<file path="config.mk">
export PLATFORM = sky130hd
export DESIGN_NAME = pwm_multi
export DESIGN_NICKNAME = d
export VERILOG_FILES = /design/src/rtl/pwm_multi.sv
export SDC_FILE = /design/constraint.sdc
export NUM_CORES = 1
export LEC_CHECK = 0
export BUFFER_PORTS_ARGS = -buffer_cell sky130_fd_sc_hd__buf_2
export CELL_PAD_IN_SITES_DETAIL_PLACEMENT = 0
export CELL_PAD_IN_SITES_GLOBAL_PLACEMENT = 1
export CORE_ASPECT_RATIO = 2
export CORE_MARGIN = 1
export CORE_UTILIZATION = 30
export DETAILED_ROUTE_END_ITERATION = 8
export PLACE_DENSITY = 0.6
export SLEW_MARGIN = 20
export SYNTH_ARGS = -nofsm -noshare
export SYNTH_HDL_FRONTEND = slang
export SYNTH_SLANG_ARGS = --single-unit
export TNS_END_PERCENT = 10
</file>
<file path="constraint.sdc">
create_clock -name clk -period 2.7 [get_ports clk]
set_input_delay 0.405 -clock clk [delete_from_list [all_inputs] [get_ports clk]]
set_output_delay 0.405 -clock clk [all_outputs]
set_load 0.02 [all_outputs]
</file>
<file path="src/rtl/pwm_multi.sv">
// Multi-channel PWM with prescaler, shadowed period/mode/duty, edge or center counting.
// Optional per-channel output polarity when PWM_POLARITY_EN is defined.
module pwm_multi #(
    parameter int WIDTH    = 8,
    parameter int CHANNELS = 4,
    parameter int PRESC_W  = 8,
    parameter int CH_W     = (CHANNELS > 1) ? $clog2(CHANNELS) : 1
) (
    input  logic                clk,
    input  logic                rst_n,
    input  logic                en,
    input  logic [WIDTH-1:0]    period,
    input  logic [PRESC_W-1:0]  prescale,
    input  logic                center_mode,
    input  logic                wr_en,
    input  logic [CH_W-1:0]     wr_ch,
    input  logic [WIDTH-1:0]    wr_duty,
`ifdef PWM_POLARITY_EN
    input  logic [CHANNELS-1:0] pol,
`endif
    output logic [CHANNELS-1:0] sout,
    output logic                period_tick
);

    localparam logic [CH_W:0]  CH_LIMIT = (CH_W + 1)'(CHANNELS);
    localparam logic [WIDTH-1:0] ONE    = {{(WIDTH-1){1'b0}}, 1'b1};

    logic [PRESC_W-1:0]  pcnt_q, pcnt_d;
    logic [WIDTH-1:0]    cnt_q, cnt_d;
    logic                down_q, down_d;
    logic [WIDTH-1:0]    act_period_q;
    logic                act_center_q;
    logic [WIDTH-1:0]    act_duty_q [CHANNELS];
    logic [WIDTH-1:0]    pend_q     [CHANNELS];
    logic [WIDTH-1:0]    pend_d     [CHANNELS];
    logic [CHANNELS-1:0] sout_q, sout_d;
    logic                period_tick_q;
    logic                tick_s, boundary_s, load_s, wr_valid_s;

    // Prescaler and main counter next-state; boundary is any tick whose next cnt is 0
    always_comb begin
        pcnt_d     = pcnt_q;
        cnt_d      = cnt_q;
        down_d     = down_q;
        boundary_s = 1'b0;
        tick_s     = (pcnt_q >= prescale);
        if (!en) begin
            pcnt_d = '0;
            cnt_d  = '0;
            down_d = 1'b0;
        end else if (tick_s) begin
            pcnt_d = '0;
            if (act_period_q == '0) begin
                boundary_s = 1'b1;
            end else if (!act_center_q) begin
                if (cnt_q == act_period_q) begin
                    boundary_s = 1'b1;
                end else begin
                    cnt_d = cnt_q + ONE;
                end
            end else if (!down_q) begin
                // With P=1 the peak is also the last state before wrapping to 0
                if (cnt_q == act_period_q) begin
                    if (act_period_q == ONE) begin
                        boundary_s = 1'b1;
                    end else begin
                        cnt_d  = cnt_q - ONE;
                        down_d = 1'b1;
                    end
                end else begin
                    cnt_d = cnt_q + ONE;
                end
            end else begin
                if (cnt_q == ONE) begin
                    boundary_s = 1'b1;
                end else begin
                    cnt_d = cnt_q - ONE;
                end
            end
            if (boundary_s) begin
                cnt_d  = '0;
                down_d = 1'b0;
            end else begin
                down_d = down_d;
            end
        end else begin
            pcnt_d = pcnt_q + {{(PRESC_W-1){1'b0}}, 1'b1};
        end
    end

    // Pending duty update; out-of-range channels are dropped
    always_comb begin
        pend_d     = pend_q;
        wr_valid_s = wr_en && ({1'b0, wr_ch} < CH_LIMIT);
        if (wr_valid_s) begin
            pend_d[wr_ch] = wr_duty;
        end else begin
            pend_d = pend_q;
        end
        load_s = !en || boundary_s;
    end

    // Output compare against the current counter
    always_comb begin
        sout_d = '0;
        for (int i = 0; i < CHANNELS; i++) begin
`ifdef PWM_POLARITY_EN
            sout_d[i] = (en && (cnt_q < act_duty_q[i])) ^ pol[i];
`else
            sout_d[i] = en && (cnt_q < act_duty_q[i]);
`endif
        end
    end

    // State registers; active settings reload at boundaries and continuously while disabled
    always_ff @(posedge clk or negedge rst_n) begin
        if (!rst_n) begin
            pcnt_q        <= '0;
            cnt_q         <= '0;
            down_q        <= 1'b0;
            act_period_q  <= '0;
            act_center_q  <= 1'b0;
            sout_q        <= '0;
            period_tick_q <= 1'b0;
            for (int i = 0; i < CHANNELS; i++) begin
                act_duty_q[i] <= '0;
                pend_q[i]     <= '0;
            end
        end else begin
            pcnt_q        <= pcnt_d;
            cnt_q         <= cnt_d;
            down_q        <= down_d;
            sout_q        <= sout_d;
            period_tick_q <= en && boundary_s;
            pend_q        <= pend_d;
            if (load_s) begin
                act_period_q <= period;
                act_center_q <= center_mode;
                act_duty_q   <= pend_d;
            end
        end
    end

    assign sout        = sout_q;
    assign period_tick = period_tick_q;

endmodule
</file>
==> results of run 1 <==
[what timing repair did]
action | 4_1_cts | 5_1_grt
setup endpoints to repair | 0 | 38
resized for setup | 0 | 1
buffers inserted | 0 | 2
[critical path, stage by stage, from the launching register on]
cell and delay (ns):
dfrtp_1 0.39, or4b_4 0.56, or3_1 0.38, o32ai_4 0.26, a21oi_2 0.09, o21ai_4 0.15
buf_4 0.17, clkbuf_16 0.16, mux2_2 0.33
[cells by family after synthesis]
| logic type | count (synthesis) | synth area share, % |
|---|---|---|
| xor gates and xnor gates | 15 | 2.66 |
| buffers and inverters | 52 | 4.61 |
| DFF | 95 | 48.1 |
| muxes | 77 | 17.5 |
| AOI/OAI and AO/OA | 67 | 11.0 |
| and+or+nand+nor | 55 | 5.93 |
| adders and majority gates | 40 | 10.1 |
[synth_stat cells, drive strengths merged, types with 2 or more instances]
cell,number
o21bai,5
inv,40
dfrtp,95
a211oi,6
ha,40
o211ai,3
xor2,4
or3,2
mux2,76
a32o,4
o41ai,4
a31oi,4
nor2,15
a21o,10
nor4,3
o21ai,8
nand3,9
nor3,3
and3,3
a211o,4
clkbuf,6
nand3b,2
nand2b,5
nand4,3
o2111a,5
a21oi,4
nand2,5
buf,6
o21a,2
xnor2,11
a41o,2
[worst paths after layout]
path	from	end	slack [ns]	depth (start not counted)
min	rst_n	act_duty_q[0]	0.08	1
max	cnt_q[4]	act_center_q	0.09	8
min in group clk	period[2]	act_period_q[2]	0.28	2
min reg2reg	pend_q[27]	pend_q[27]	0.49	1
max reg2reg	cnt_q[4]	act_center_q	0.09	8
max in group asynchronous	rst_n	act_duty_q[7]	1.93	2
[cell usage in the layout (no fill, tap or decap), types with 5 or more instances in the layout]
| cell type | synthesis | final |
|---|---|---|
| nor2_1 | 15 | 15 |
| o21ai_0 | 7 | 7 |
| o21bai_1 | 5 | 5 |
| nand2b_1 | 5 | 5 |
| nand3_1 | 9 | 9 |
| nand2_1 | 5 | 5 |
| buf_2 | 2 | 34 |
| xnor2_1 | 11 | 11 |
| a211oi_1 | 6 | 6 |
| o2111a_1 | 5 | 5 |
| buf_4 | 0 | 17 |
| clkbuf_16 | 0 | 10 |
| inv_1 | 40 | 40 |
| a21o_1 | 10 | 10 |
| mux2_2 | 72 | 72 |
| ha_1 | 40 | 40 |
| dfrtp_1 | 95 | 95 |
[registers in the layout, indices dropped and copies added (netlist names)]
| name | flops |
|---|---|
| down_q | 1 |
| sout | 4 |
| pcnt_q | 8 |
| period_tick | 1 |
| act_center_q | 1 |
| act_duty_q | 32 |
| act_period_q | 8 |
| pend_q | 32 |
| cnt_q | 8 |
[where the power goes]
group / leakage [uW] / internal [uW] / switching, uW
logic: 0.00151 / 320 / 282
clock network: 0.000145 / 724 / 527
registers: 0.00116 / 1650 / 106
total: 0.00282 / 2690 / 915
[layout make-up]
| class | count | area, um^2 | share of cell area [%] |
|---|---|---|---|
| clock inverters | 2 | 12.5 | 0.215 |
| clock buffers | 14 | 284 | 4.88 |
| flip-flops and latches | 95 | 2380 | 40.9 |
| repair buffers | 56 | 394 | 6.77 |
| inverters | 40 | 150 | 2.58 |
| well taps | 204 | 255 | 4.39 |
| multi-input cells | 254 | 2350 | 40.3 |
[routing by layer]
layer / up-vias / share of wire, % / GRT usage (%)
met5: - / 0 / 0
met4: 0 / 2.7 / 7.08
met1: 1630 / 35 / 14.0
li1: 1556 / - / -
met3: 19 / 1.9 / 2.23
met2: 50 / 61 / 29.6
[per-stage QoR]
stage / instance area, um^2 / util, %
global placement: 5460 / 33.7
finish: 5820 / 36.0
CTS: 5760 / 35.6
floorplan: 4940 / -
detailed placement: 5460 / 33.7
global route: 5820 / 36.0
==> run metrics, run 1 <==
status finished clean; hold crit path type in2async; Tcrit/Tclk final 96.5%; Post-synth ARST share 100%; post-place setup slack 0.0817 ns; chip height 183 um; Ys Warns 0; Reg clk slew, reported paths 0.07 ns; Crit Path Max Fanout 6; crit start category flop; PortBufs 35; min Tclk post-route 2.61 ns; WP data required 2.93 ns; Synth area leaders dfrtp_1 48%, mux2_2 16%, ha_1 10%; Post-Layout Cell Count 665; IO Pins 36; Syn Area/Cell 12.3 um^2; post-synth cell types 47; GR Overflow Total 0; Rel. slew slack 36.9%; Seq/Total Area, Yosys 48.1%; root buf cell clkbuf_16; Syn Nets 472; first-pass GRT wire length 18.6 mm; initial DRC count 97; largest area contributor in the netlist dfrtp_1; number of flops mapped to enable cells by yosys 0; CTS max path bufs 2; Max rail drop VDD 0.000246 V; Tightest Pin Transition 0.936 ns; synthesized flop and latch total 95; Worst Skew 0.00810 ns; Avg WL per Cell 17.7 um; DP Cell Count 645; Hold WS 0.0752 ns; clock sinks 95; layout cells sized above 1 32.3%; antenna cell count 0; vias per cell 4.89; Rows 66; Hold Vio Cnt, Final 0; routability cong. 0.777; final antenna-violating net count 0; Synth-to-Final Area Change 17.8%; Critical Path AT 2.84 ns; nets@finish 527; Crit. End Element flop; vias in the first global route 3537; Setup TNS Final 0 ns; cells after synthesis 401; pwr dens 620 nW/um^2; total number of vias 3255; CTS buffer count 9; highest clock rate 384 MHz; worst skew pair latency 0.35 ns; GRT Total Usage 14.7%; post-cts hold buffer count 0; TritonCTS clock tree built; fin worst setup slack 0.0937 ns; fill count 1646; Initial Util 30.5%; H-tree levels 3; die area 17000 um^2; DP Wirelength 8.82 mm; DRC viols 0; WS Path Type reg2reg; router iterations before antenna repair 4; leak pwr 0.00282 uW; initial antenna violation count 0; pin count of the biggest net entering global routing 51; pins over their slew limit 0; final setup fails 0; Syn Std Cell Area 4940 um^2; Die Wd 92.7 um; Core Footprint 16200 um^2; Post-synth top flop dfrtp_1; routed wire length 11.8 mm; Power Total 3610 uW; Yosys top cell area share 48.1%; max cap viols 0
(Power assumes the default switching activity.)
==> run 2: changes to the inputs <==
- CTS_BUF_LIST: unset -> sky130_fd_sc_hd__clkbuf_8
==> run 2 against run 1 <==
Effect of this change:
- maximum frequency fell by 0.51%
- die area stayed put
- first-iteration DRC count up 40%
- via count down 0.65%
- total power shrank 8.9%
- register-to-register slack about the same
- largest power group unchanged
==> run metrics, run 2 (synthesized netlist as in run 1, its figures left out) <==
status finished clean (unchanged); Crit Path Max Fanout 12 (was 6); PortBufs 35 (unchanged); final antenna-violating net count 0 (unchanged); highest clock rate 382 MHz (was 384 MHz); initial DRC count 136 (was 97); Avg WL per Cell 17.7 um (about the same); chip height 183 um (unchanged); leak pwr 0.00278 uW (was 0.00282 uW); DRC viols 0 (unchanged); post-place setup slack 0.0817 ns (unchanged); TritonCTS clock tree built (unchanged); Setup TNS Final 0 ns (unchanged); Seq. cell area 2380 um^2 (unchanged); IO Pins 36 (unchanged); min Tclk post-route 2.62 ns (was 2.61 ns); WP data required 2.97 ns (was 2.93 ns); end point of the critical path act_duty_q[28] (was act_center_q); NetSw 886 uW (was 915 uW); R2R depth 8 (unchanged); Max rail drop VDD 0.000180 V (was 0.000246 V); die area 17000 um^2 (unchanged); share of power burned in registers 53.3% (was 48.6%); RSZ-0062 raised after global routing no; fill count 1657 (was 1646); pin count of the biggest net entering global routing 51 (unchanged); Rows 66 (unchanged); switching share of power 27.0% (was 25.4%); Logic pwr share 18.4% (was 16.7%); CP startpoint cnt_q[4] (unchanged); biggest regs act_duty_q: 32 flops, pend_q: 32 flops (unchanged); vias per cell 4.86 (was 4.89); root buf cell clkbuf_8 (was clkbuf_16); Hold Vio Cnt, Final 0 (unchanged); R2R Path Start cnt_q[4] (unchanged); commonest non-fill, non-tap cell in the layout dfrtp_1 (unchanged); Int Pwr 2400 uW (was 2690 uW); first-pass GRT wire length 18.5 mm (was 18.6 mm); DP Wirelength 8.82 mm (unchanged); hold crit path type in2async (unchanged); CTS buffer count 9 (unchanged); layout cells sized above 1 32.3% (unchanged); antenna cell count 0 (unchanged); routability cong. 0.777 (unchanged); Synth-to-Final Area Change 16.0% (was 17.8%); final non-filler cell area 5730 um^2 (was 5820 um^2); worst skew pair latency 0.38 ns (was 0.35 ns); Worst Skew 0.0155 ns (was 0.00810 ns); pwr dens 573 nW/um^2 (was 620 nW/um^2); H-tree levels 3 (unchanged); Die Wd 92.7 um (unchanged); placed instance area 5460 um^2 (unchanged); Tightest Pin Transition 0.948 ns (was 0.936 ns); Critical Path AT 2.89 ns (was 2.84 ns); multi-input logic area 2350 um^2 (unchanged); Tcrit/Tclk final 97.0% (was 96.5%); GRT Total Usage 14.7% (about the same); Initial Util 30.5% (unchanged); routed wire length 11.8 mm (about the same); initial antenna violation count 0 (unchanged); pins over their slew limit 0 (unchanged); max cap viols 0 (unchanged); Core Footprint 16200 um^2 (unchanged); router iterations before antenna repair 4 (unchanged); post-cts hold buffer count 0 (unchanged); vias in the first global route 3536 (was 3537); final setup fails 0 (unchanged); total number of vias 3234 (was 3255); clock sinks 95 (unchanged); Clock power frac 28.3% (was 34.7%); Crit Reg-Reg Endpoint act_duty_q[28] (was act_center_q); fin worst setup slack 0.0804 ns (was 0.0937 ns); Reg clk slew, reported paths 0.10 ns (was 0.07 ns); crit start category flop (unchanged); nets@finish 527 (unchanged); Crit. End Element flop (unchanged); R2R Setup Slk 0.08 ns (was 0.09 ns); most frequent cells in the layout 95 x dfrtp_1, 72 x mux2_2, 41 x inv_1 (was 95 x dfrtp_1, 72 x mux2_2, 40 x inv_1, 40 x ha_1, 34 x buf_2); WS Path Type reg2reg (unchanged); CTS max path bufs 2 (unchanged); Rel. slew slack 36.1% (was 36.9%); GR Overflow Total 0 (unchanged)
==> run 2: cell count changes in the layout (fill, tap and decap cells not counted) <==
cell | previous run | this run
buf_6 | 1 | 0
inv_1 | 40 | 41
clkbuf_8 | 4 | 13
clkbuf_1 | 1 | 0
clkbuf_16 | 10 | 2
==> run 2: cell type report <==
| cell class | instances | area share, % |
|---|---|---|
| sequential | 95 | 41.5 |
| multi-input combinational | 254 | 40.9 |
| timing repair buffer | 56 | 7.12 |
| tap | 204 | 4.45 |
| clock buffer | 13 | 3.12 |
| inverter | 40 | 2.62 |
| clock inverter | 3 | 0.284 |
==> run 2: power by group through the flow <==
stage | Sequential (uW) | Combinational (uW) | Clock, uW
after floorplan | 1750 | 429 | 0
after global placement | 1780 | 582 | 0
after detailed placement | 1780 | 606 | 0
after CTS | 1750 | 608 | 961
after global routing | 1780 | 686 | 1020
final | 1750 | 605 | 929
==> run 2: timing repair <==
item / 4_1_cts / 5_1_grt
setup endpoints to repair: 0 / 40
resized for setup: 0 / 1
setup buffers: 0 / 2
==> run 2: worst min-delay path by stage <==
stage,cells after the start,endpoint,start
after floorplan,0,act_center_q,rst_n
after global placement,1,pcnt_q[7],rst_n
after detailed placement,1,pcnt_q[7],rst_n
after CTS,1,pcnt_q[6],rst_n
after global routing,1,cnt_q[3],rst_n
final,1,period_tick,rst_n
==> run 2: critical path: stages, from the launching register on <==
cell and delay, ns:
dfrtp_1 0.40, or4b_4 0.56, or3_1 0.38, o32ai_4 0.26, a21oi_2 0.08, o21ai_4 0.15, buf_4 0.16, clkbuf_16 0.17
mux2_2 0.33
==> run 2: routing by layer <==
layer | track usage, % | vias to the layer above | share of wire, %
li1 | - | 1550 | -
met1 | 13.7 | 1629 | 35
met2 | 29.9 | 40 | 61
met3 | 1.86 | 15 | 1.5
met4 | 7.26 | 0 | 2.7
met5 | 0 | - | 0
==> run 2: through the flow <==
step	total power, uW	hold slack [ns]	std cells	util, %
after floorplan	2180	0.109	401	-
after global placement	2360	0.460	645	33.7
after detailed placement	2390	0.468	645	33.7
after CTS	3320	0.0485	661	34.9
after global routing	3490	0.0777	665	35.4
final	3290	0.0355	665	35.4
==> run 3: changes to the inputs <==
- BUFFER_PORTS_ARGS: -buffer_cell sky130_fd_sc_hd__buf_2 -> unset
- DONT_BUFFER_PORTS: unset -> 1
- PLACE_DENSITY: 0.6 -> 0.58
==> run 3 against run 2 <==
Effect of this change:
- total power up 0.98%
- setup slack better by 0.029 ns
- critical path depth down 1
- die area unchanged
- register-to-register slack better by 0.03 ns
- cell area down 4.0%
- count of clock-buffer cells in the layout down 3
- final cell count down 5.9%
- largest power group unchanged
- utilization down 1.4 points
- routed wire length down 3.8%
- clock skew down 0.0070 ns
- sequential power about the same
==> run metrics, run 3 (synthesized netlist as in run 1, its figures left out) <==
status finished clean (unchanged); Core Footprint 16200 um^2 (unchanged); Crit Path Max Fanout 26 (was 12); crit start category flop (unchanged); routability cong. 0.782 (was 0.777); hold path start period[2]; H-tree levels 3 (unchanged); fill count 1677 (was 1657); Reg clk slew, reported paths 0.09 ns (was 0.10 ns); WP data required 2.96 ns (was 2.97 ns); Hold Vio Cnt, Final 0 (unchanged); Max rail drop VDD 0.000201 V (was 0.000180 V); multi-input logic area 2330 um^2 (was 2350 um^2); Clock power frac 30.6% (was 28.3%); pins over their slew limit 0 (unchanged); Int Pwr 2480 uW (was 2400 uW); Die Wd 92.7 um (unchanged); min Tclk post-route 2.59 ns (was 2.62 ns); Worst Skew 0.00849 ns (was 0.0155 ns); critical path's slowest cell or4b_4 (unchanged); chip height 183 um (unchanged); CTS max path bufs 2 (unchanged); post-place setup slack 0.0716 ns (was 0.0817 ns); Crit. End Element flop (unchanged); worst skew pair latency 0.37 ns (was 0.38 ns); DP Wirelength 8.73 mm (was 8.82 mm); commonest non-fill, non-tap cell in the layout dfrtp_1 (unchanged); RSZ-0062 raised after global routing no (unchanged); most frequent cells in the layout 95 x dfrtp_1, 72 x mux2_2, 42 x inv_1 (was 95 x dfrtp_1, 72 x mux2_2, 41 x inv_1); Synth-to-Final Area Change 11.4% (was 16.0%); die area 17000 um^2 (unchanged); initial antenna violation count 0 (unchanged); vias in the first global route 3349 (was 3536); router iterations before antenna repair 5 (was 4); nets@finish 489 (was 527); fin worst setup slack 0.110 ns (was 0.0804 ns); NetSw 841 uW (was 886 uW); CP startpoint cnt_q[4] (unchanged); switching share of power 25.3% (was 27.0%); share of power burned in registers 52.9% (was 53.3%); routed wire length 11.3 mm (was 11.8 mm); Buf/Inv on CP 1 (was 2); Crit path largest cell delay 0.55 ns (was 0.56 ns); Post-Layout Cell Count 626 (was 665); WS Path Type reg2reg (unchanged); CP Cell Sequence or4b_4, or3_1, o32ai_2, a21oi_2, o21ai_4, buf_12, mux2_2 (was or4b_4, or3_1, o32ai_4, a21oi_2, o21ai_4, buf_4, clkbuf_16, mux2_2); IO Pins 36 (unchanged); CP top delay family simple AND/OR/NAND/NOR gates (unchanged); max cap viols 0 (unchanged); highest clock rate 386 MHz (was 382 MHz); biggest regs act_duty_q: 32 flops, pend_q: 32 flops (unchanged); DRC viols 0 (unchanged); first-pass GRT wire length 17.8 mm (was 18.5 mm); Rel. slew slack 58.7% (was 36.1%); Critical Path AT 2.85 ns (was 2.89 ns); pin count of the biggest net entering global routing 96 (was 51); TritonCTS clock tree built (unchanged); CTS buffer count 9 (unchanged); pwr dens 603 nW/um^2 (was 573 nW/um^2); Tightest Pin Transition 0.618 ns (was 0.948 ns); final antenna-violating net count 0 (unchanged); Seq. cell area 2380 um^2 (unchanged); root buf cell clkbuf_8 (unchanged); antenna cell count 0 (unchanged); Avg WL per Cell 18.1 um (was 17.7 um); clock sinks 95 (unchanged); leak pwr 0.00262 uW (was 0.00278 uW); final setup fails 0 (unchanged); Rows 66 (unchanged); PortBufs 0 (was 35); hold crit path type in2reg (was in2async); Tcrit/Tclk final 95.9% (was 97.0%); vias per cell 4.97 (was 4.86); DP Cell Count 609 (was 645); Initial Util 30.5% (unchanged); GRT Total Usage 14.4% (was 14.7%); initial DRC count 125 (was 136); Setup TNS Final 0 ns (unchanged); layout cells sized above 1 25.6% (was 32.3%); GR Overflow Total 0 (unchanged); Logic pwr share 16.5% (was 18.4%); total number of vias 3112 (was 3234); R2R Path Start cnt_q[4] (unchanged)
-- run 3: cell types whose count changed in the layout (fill, tap and decap cells not counted), sizes merged --
cell / change
buf: -37
dlygate4sd3: +1
inv: +1
clkinv: -1
clkbuf: -5
bufinv: +2
-- run 3: worst paths after layout --
check	endpoint	slack, ns	cells past startpoint
max in group asynchronous	pend_q[9]	1.70	2
max reg2reg	act_duty_q[0]	0.11	7
min	act_period_q[2]	0.16	1
min in group asynchronous	act_period_q[1]	0.61	2
max	act_duty_q[0]	0.11	7
min reg2reg	pend_q[4]	0.50	1
-- run 3: power by group through the flow --
stage | clock, uW | combinational, uW | sequential, uW
floorplan | 0 | 429 | 1750
CTS | 1060 | 567 | 1760
detailed placement | 0 | 530 | 1790
global route | 1120 | 626 | 1780
global placement | 0 | 511 | 1780
finish | 1010 | 549 | 1760
-- run 3: layout make-up --
type,count,share of cell area (%)
Clock buffer,10,2.50
Clock inverter,5,1.36
Inverter,40,2.73
Multi-Input combinational cell,254,42.4
Sequential cell,95,43.2
Tap cell,204,4.64
Timing Repair Buffer,18,3.16
-- run 3: timing repair --
action / 4_1_cts / 5_1_grt
hold buffers: 2 / 0
buffers inserted: 0 / 0
gates resized for setup: 0 / 1
setup endpoints to repair: 0 / 15
endpoints found under the hold margin: 95 / 0
-- run 3: metal layers --
metal,routed length [um],vias to the layer above,GRT usage (%)
li1,-,1475,-
met1,3770,1570,12.9
met2,6860,44,28.9
met3,244,23,2.65
met4,476,0,8.25
met5,0,-,0
-- run 3: stage by stage --
stage | power [uW] | hold WS, ns | cell area, um^2 | utilization [%]
after floorplan | 2180 | 0.109 | 4940 | -
after global placement | 2290 | 0.113 | 5250 | 32.4
after detailed placement | 2320 | 0.112 | 5250 | 32.4
after CTS | 3390 | 0.138 | 5500 | 34.0
after global routing | 3530 | 0.143 | 5500 | 34.0
final | 3320 | 0.161 | 5500 | 34.0
-- run 3: worst reg2reg max path, delay by kind of cell, from the launching register on --
| family | cells | cell delay [ns] |
|---|---|---|
| mux | 1 | 0.37 |
| buf+inv | 1 | 0.22 |
| flops | 1 | 0.39 |
| compound gates | 3 | 0.60 |
| simple gates | 2 | 0.91 |
